## src/rtl/mem_pkg.sv

```systemverilog
// ---------------------------------------------------------------------------
// mem_pkg
// Shared constants and types for the asynchronous FIFO. The storage array,
// the pointer logic and the bench all size themselves from this package, so
// they always agree on the word width and depth.
//   WORD    : data word width in bits
//   LEN_POW : address width in bits
//   LEN     : number of entries (always a power of two)
// ---------------------------------------------------------------------------
package mem_pkg;

  localparam int WORD    = 8;
  localparam int LEN_POW = 3;
  localparam int LEN     = 1 << LEN_POW;

  typedef logic [WORD-1:0]    word_t;
  typedef logic [LEN_POW-1:0] addr_t;

  // Next address with natural wrap. The depth is a power of two, so the
  // pointer logic can simply let the counter overflow (LEN-1 -> 0).
  function automatic addr_t addr_inc(input addr_t a);
    return addr_t'(a + 1'b1);
  endfunction

endpackage

```

## src/rtl/mem_if.sv

```systemverilog
// ---------------------------------------------------------------------------
// mem_if
// Bundles the write and read ports of the FIFO storage array.
//   ena    : write enable, sampled on the clock rising edge
//   w_addr : write address
//   w_word : write data
//   r_addr : read address
//   r_word : read data (combinational from r_addr)
// master : the pointer logic (drives addresses/data, reads r_word)
// slave  : the storage array
// ---------------------------------------------------------------------------
interface mem_if;
  import mem_pkg::*;

  logic  ena;
  addr_t w_addr;
  word_t w_word;
  addr_t r_addr;
  word_t r_word;

  modport master (
    output ena,
    output w_addr,
    output w_word,
    output r_addr,
    input  r_word
  );

  modport slave (
    input  ena,
    input  w_addr,
    input  w_word,
    input  r_addr,
    output r_word
  );

endinterface

```

## src/rtl/mem.sv

```systemverilog
// ---------------------------------------------------------------------------
// mem
// Dual-port storage array for the asynchronous FIFO: LEN words of WORD bits,
// one synchronous write port and one combinational read port.
// It holds no full/empty knowledge; the pointer logic prevents overruns.
//   clk : clock, rising edge active
//   rst : asynchronous, active-low reset; clears every entry immediately
//   bus : mem_if slave port (ena, w_addr, w_word, r_addr, r_word)
// ---------------------------------------------------------------------------
module mem
  import mem_pkg::*;
(
  input  logic clk,
  input  logic rst,
  mem_if.slave bus
);

  // Name kept as-is: benches reach into it hierarchically.
  word_t memArray [0:LEN-1];

  // Reset clears the whole array without waiting for a clock, which is why
  // this stays a register array rather than an inferred RAM.
  always_ff @(posedge clk or negedge rst) begin
    if (!rst) begin
      for (int i = 0; i < LEN; i++) begin
        memArray[i] <= '0;
      end
    end else if (bus.ena) begin
      memArray[bus.w_addr] <= bus.w_word;
    end
  end

  // No forwarding: on a same-address write the old word is visible until the
  // edge and the new one right after it.
  assign bus.r_word = memArray[bus.r_addr];

endmodule

```

## src/flat_wrapper.sv

```systemverilog
// flat-port wrapper written by rule: the top's interface ports become plain ports
module mem_flat import mem_pkg::*;
  (clk, rst, bus_ena, bus_w_addr, bus_w_word, bus_r_addr, bus_r_word);
  mem_if bus_i ();
  input  logic clk;
  input  logic rst;
  input wire logic [$bits(bus_i.ena)-1:0] bus_ena;
  input wire logic [$bits(bus_i.w_addr)-1:0] bus_w_addr;
  input wire logic [$bits(bus_i.w_word)-1:0] bus_w_word;
  input wire logic [$bits(bus_i.r_addr)-1:0] bus_r_addr;
  output wire logic [$bits(bus_i.r_word)-1:0] bus_r_word;
  assign bus_i.ena = bus_ena;
  assign bus_i.w_addr = bus_w_addr;
  assign bus_i.w_word = bus_w_word;
  assign bus_i.r_addr = bus_r_addr;
  assign bus_r_word = bus_i.r_word;
  mem u_core (.clk(clk), .rst(rst), .bus(bus_i));
endmodule
```

## config.mk

```make
export PLATFORM = sky130hd
export DESIGN_NAME = mem_flat
export DESIGN_NICKNAME = d
export VERILOG_FILES = /design/src/rtl/mem_pkg.sv /design/src/rtl/mem_if.sv /design/src/rtl/mem.sv /design/src/flat_wrapper.sv
export SDC_FILE = /design/constraint.sdc
export NUM_CORES = 1
export LEC_CHECK = 0
export ABC_AREA = 1
export ABC_CLOCK_PERIOD_IN_PS = 2450
export CAP_MARGIN = 20
export CELL_PAD_IN_SITES_DETAIL_PLACEMENT = 0
export CELL_PAD_IN_SITES_GLOBAL_PLACEMENT = 1
export CORE_AREA = 2 2 87 89
export CTS_CLUSTER_SIZE = 25
export DETAILED_ROUTE_END_ITERATION = 6
export DIE_AREA = 0 0 89 91
export HOLD_SLACK_MARGIN = 0.12
export PLACE_DENSITY = 0.86
export SLEW_MARGIN = 40
export SYNTH_ARGS = -nofsm -noshare
export SYNTH_HDL_FRONTEND = slang
export SYNTH_SLANG_ARGS = --single-unit
export TNS_END_PERCENT = 1
```

## constraint.sdc

```tcl
create_clock -name clk -period 2.45 [get_ports clk]
set_input_delay 0.49 -clock clk [delete_from_list [all_inputs] [get_ports clk]]
set_output_delay 0.49 -clock clk [all_outputs]
set_load 0.05 [all_outputs]
```

==> results.md <==
Synthesis:
- Among all cell types in the netlist, the one instantiated most often is sky130_fd_sc_hd__nand2_1.
- In this run, distinct cell masters in the synthesized netlist total 13.
- Synthesis produced a netlist whose cell count is 439.
- Of all cell types, the one taking the most synthesized area is sky130_fd_sc_hd__dfrtp_1.
- The netlist area before placement is 0.00319 sq mm.
- Of the post-synthesis cell area, the dominant cell type holds 0.502.
- The post-synthesis register bit count is 64.
- In the synthesized netlist, the cells that appear most often are 175 x sky130_fd_sc_hd__nand2_1, 79 x sky130_fd_sc_hd__inv_1, 64 x sky130_fd_sc_hd__dfrtp_1, 64 x sky130_fd_sc_hd__o21ai_0, 33 x sky130_fd_sc_hd__nand3_1.
- In the synthesized netlist the async set-or-reset flop fraction comes to 1.00.
- Counting flops with a built-in enable in the synthesized netlist gives 0.
- The number of nets handed over by synthesis was 456.
- During synthesis, Yosys emitted a total of 0 warnings.
- By area the synthesized netlist is led by sky130_fd_sc_hd__dfrtp_1 50%, sky130_fd_sc_hd__nand2_1 21%, sky130_fd_sc_hd__o21ai_0 10%, sky130_fd_sc_hd__inv_1 9.3%, sky130_fd_sc_hd__nand3_1 5.2%.
- Of the synthesized area, sequential elements account for 0.502.
- The post-synthesis average cell area is 7.26 sq um.
- The leading register cell type out of synthesis is sky130_fd_sc_hd__dfrtp_1.

Clock tree:
- The clock root buffer master is sky130_fd_sc_hd__clkbuf_8.
- The H-tree was split into 3 levels.
- The later-pin clock latency in the skew report is 0.35 ns.
- The TritonCTS sink count is 64.
- TritonCTS built the clock tree.
- Clock tree synthesis inserted a total of 9 buffers.
- The clock slew seen by the registers of the worst setup and hold paths is 0.08 ns.
- The clock passes through at most 2 buffers.

Worst setup path:
- The data required time at the worst endpoint is 1.96 ns.
- The critical path's slowest cell is sky130_fd_sc_hd__clkdlybuf4s50_1.
- The kind of cell with the highest combined delay along the critical path is buffers and inverters.
- The nature of the critical path startpoint is an input pin.
- The biggest cell delay along the critical path is 0.53 ns.
- STA classifies the critical path endpoint as a primary output.
- The critical path class is input pin to primary output.
- Traced cell by cell, the critical path runs through clkdlybuf4s50_1 > inv_1 > buf_12 > nand2_1 > nand3_1 > nand2_1 > nand2_1 > nand2_1 > buf_12.
- The combined buffer and inverter count along the critical path is 4.
- The data arrival time of the critical path is 1.86 ns.
- The maximum fanout along the worst path is 32.
- By instance count, the cell type seen most on the critical path is sky130_fd_sc_hd__nand2_1.

Cells and area:
- The fraction of layout instances using a drive strength above 1 is 0.0769.
- The largest registers in the layout are u_core.memArray x64.
- The number of nets in the layout is 480.
- The antenna cell count is 0.
- Relative to the synthesized area, the layout overhead comes to 18.8%.
- The register with the most flip-flops in the final layout is u_core.memArray.
- The utilization after layout is 0.531.
- The register with the most flip-flops in the layout has 64 of them.
- The final cell count without fillers is 567.

Power:
- The switching power summed over all nets is 937 uW.
- Across the VDD grid, the largest voltage drop is 371 uV.
- The share of total power consumed by net switching is 0.330.
- The internal power consumption is 1900 uW.
- Of the total power, registers draw 0.478.
- The leakage power of the design is 0.00201 uW.
- The part of the power in combinational logic is 0.241.
- For this design the ratio of total power to cell area is 749 mW/mm^2.
- The portion of total power attributed to the clock network is 0.282.

Floorplanning:
- For this configuration, the core starts out at a cell density of 0.447.
- After floorplanning, the core was divided into 31 placement rows.
- For this design the top-level I/O count stands at 25.
- The region available for standard cell placement spans 0.00714 sq mm.
- In this run the horizontal extent of the chip is 89 um.
- The floorplan die area is 0.00810 sq mm.
- Measured along the y axis, the die boundary spans 91 um.

Global route:
- The number of global-route vias before repair is 2585.
- The initial antenna violation count is 0.
- Entering global routing, the biggest net connects 33 pins.
- The first global-routing pass estimated 12600 um of wire.
- For this run, the total global-route usage over all layers was measured as 0.206.
- The sum of overflow across all layers after global routing is 0.

Timing:
- The hold violation total from the final report came to 0.
- Between clock sinks in the finished design, the worst skew comes to 0 ns.
- The max-slew violation total from the final report is 0.
- Across all hold checks on the routed design, the worst slack comes to 0.108 ns.
- The worst relative slew slack is 0.596.
- Dividing the final minimum period by the clock period gives 0.961.
- Across all setup checks in the final design, the least slack found is 0.0961 ns.
- Based on the critical path, the design can be clocked at up to 425 MHz.
- Counting I/O delays and the setup requirement, the final critical path takes 2.35 ns.
- The final setup TNS is 0 ns.
- Setup repair after global routing left no endpoint under its margin.
- The transition time at the pin with the least slew margin is 0.605 ns.
- Setup violations remaining at the end of the flow were counted as 0.

Routing:
- The total wire length is 7600 um.
- Detailed routing inserted a total of 2696 vias.
- After detailed routing, the number of vias per cell comes to 4.75.
- The first detailed-routing pass took 4 iterations.
- The number of DRC violations after detailed-routing iteration 0 is 155.
- In the routed design, unresolved DRC markers number 0.
- The average wire length per cell after detail routing is 13.4 um.
- The count of nets left with antenna violations once routing finished came out at 0.

Placement:
- The HPWL after detailed placement is 5220 um.
- The setup slack at placement is 0.0482 ns.
- Including well taps, the total number of placed cells is 550.
- The number of input and output port buffers inserted is 24.
- The final weighted congestion of routability-driven global placement is 0.847.

Job:
- The number of max-cap violations is 0.

Hold path:
- The worst hold path belongs to the class input pin to asynchronous set/reset pin.

Run status:
- The run finished with clean final reports.
power groups by stage:
stage | combinational, uW | sequential, uW | clock, uW
3_3_place_gp | 671 | 1360 | 0
4_1_cts | 688 | 1350 | 811
2_1_floorplan | 444 | 1350 | 0
3_5_place_dp | 685 | 1370 | 0
5_1_grt | 781 | 1380 | 863
6_report | 683 | 1360 | 800
cells in the final DEF, fill, tap and decap left out:
cell                              Yosys  routed
sky130_fd_sc_hd__nand2_1            175     175
sky130_fd_sc_hd__inv_1               79      78
sky130_fd_sc_hd__o21ai_0             64      64
sky130_fd_sc_hd__dfrtp_1             64      64
sky130_fd_sc_hd__nand3_1             33      33
sky130_fd_sc_hd__clkdlybuf4s50_1      0      15
sky130_fd_sc_hd__buf_12               0      11
sky130_fd_sc_hd__clkbuf_8             0       9
sky130_fd_sc_hd__clkinvlp_4           0       5
sky130_fd_sc_hd__buf_4                1       5
sky130_fd_sc_hd__nor2_1               3       3
sky130_fd_sc_hd__clkinv_2             0       2
sky130_fd_sc_hd__nor2_2               1       1
sky130_fd_sc_hd__nor3_4               1       1
sky130_fd_sc_hd__clkinv_4             0       1
sky130_fd_sc_hd__buf_2                8       1
worst reg2reg max path, stage by stage (launching register included):
cell and delay [ns]:
sky130_fd_sc_hd__dfrtp_1 0.40, sky130_fd_sc_hd__nand2_1 0.07, sky130_fd_sc_hd__o21ai_0 0.09
layer usage:
metal  part of all wire  GRT usage  vias up  wire length (um)
li1                   -          -     1380                 -
met1               0.47      0.283     1254              3540
met2               0.47      0.313       46              3590
met3              0.033     0.0355       16               247
met4              0.029      0.104        0               219
met5                  0          0        -                 0
area by class of cell:
type                       count  area, sq um
timing repair buffer          32          413
multi-input combinational    277         1180
inverter                      79          300
sequential                    64         1600
tap                           99          124
clock inverter                 7         48.8
clock buffer                   9          124
fill                         725         3350
cells by family (layout without fill, tap and decap cells):
| group | after synthesis | after routing | share of synthesized area |
|---|---|---|---|
| flops | 64 | 64 | 0.502 |
| compound gates | 64 | 64 | 0.100 |
| simple gates | 213 | 213 | 0.268 |
| buf+inv | 98 | 127 | 0.129 |
per-stage QoR:
| step | instance area [sq um] | power [uW] |
|---|---|---|
| global route | 3790 | 3020 |
| global placement | 3590 | 2040 |
| floorplan | 3190 | 1790 |
| finish | 3790 | 2840 |
| detailed placement | 3590 | 2060 |
| CTS | 3760 | 2850 |
repair_timing:
| item | CTS | global route |
|---|---|---|
| endpoints found under the setup margin | 0 | 8 |
| setup buffers | 0 | 1 |
| hold buffers | 0 | 0 |
| resized for setup | 0 | 1 |
path summary, 6_finish.rpt:
kind / slack, ns / end / start / depth (start not counted)
setup / recovery: 0.1 / bus_r_word[2] / bus_r_addr[0] / 9
hold / removal: 0.11 / u_core.memArray[13]$_DFFE_PN0P_ / rst / 1
setup reg to reg: 1.76 / u_core.memArray[25]$_DFFE_PN0P_ / u_core.memArray[25]$_DFFE_PN0P_ / 2
hold reg to reg: 0.48 / u_core.memArray[56]$_DFFE_PN0P_ / u_core.memArray[56]$_DFFE_PN0P_ / 2
max in group asynchronous: 1.60 / u_core.memArray[59]$_DFFE_PN0P_ / rst / 2
min in group clk: 0.48 / u_core.memArray[56]$_DFFE_PN0P_ / u_core.memArray[56]$_DFFE_PN0P_ / 2
(Power assumes the default switching activity.)
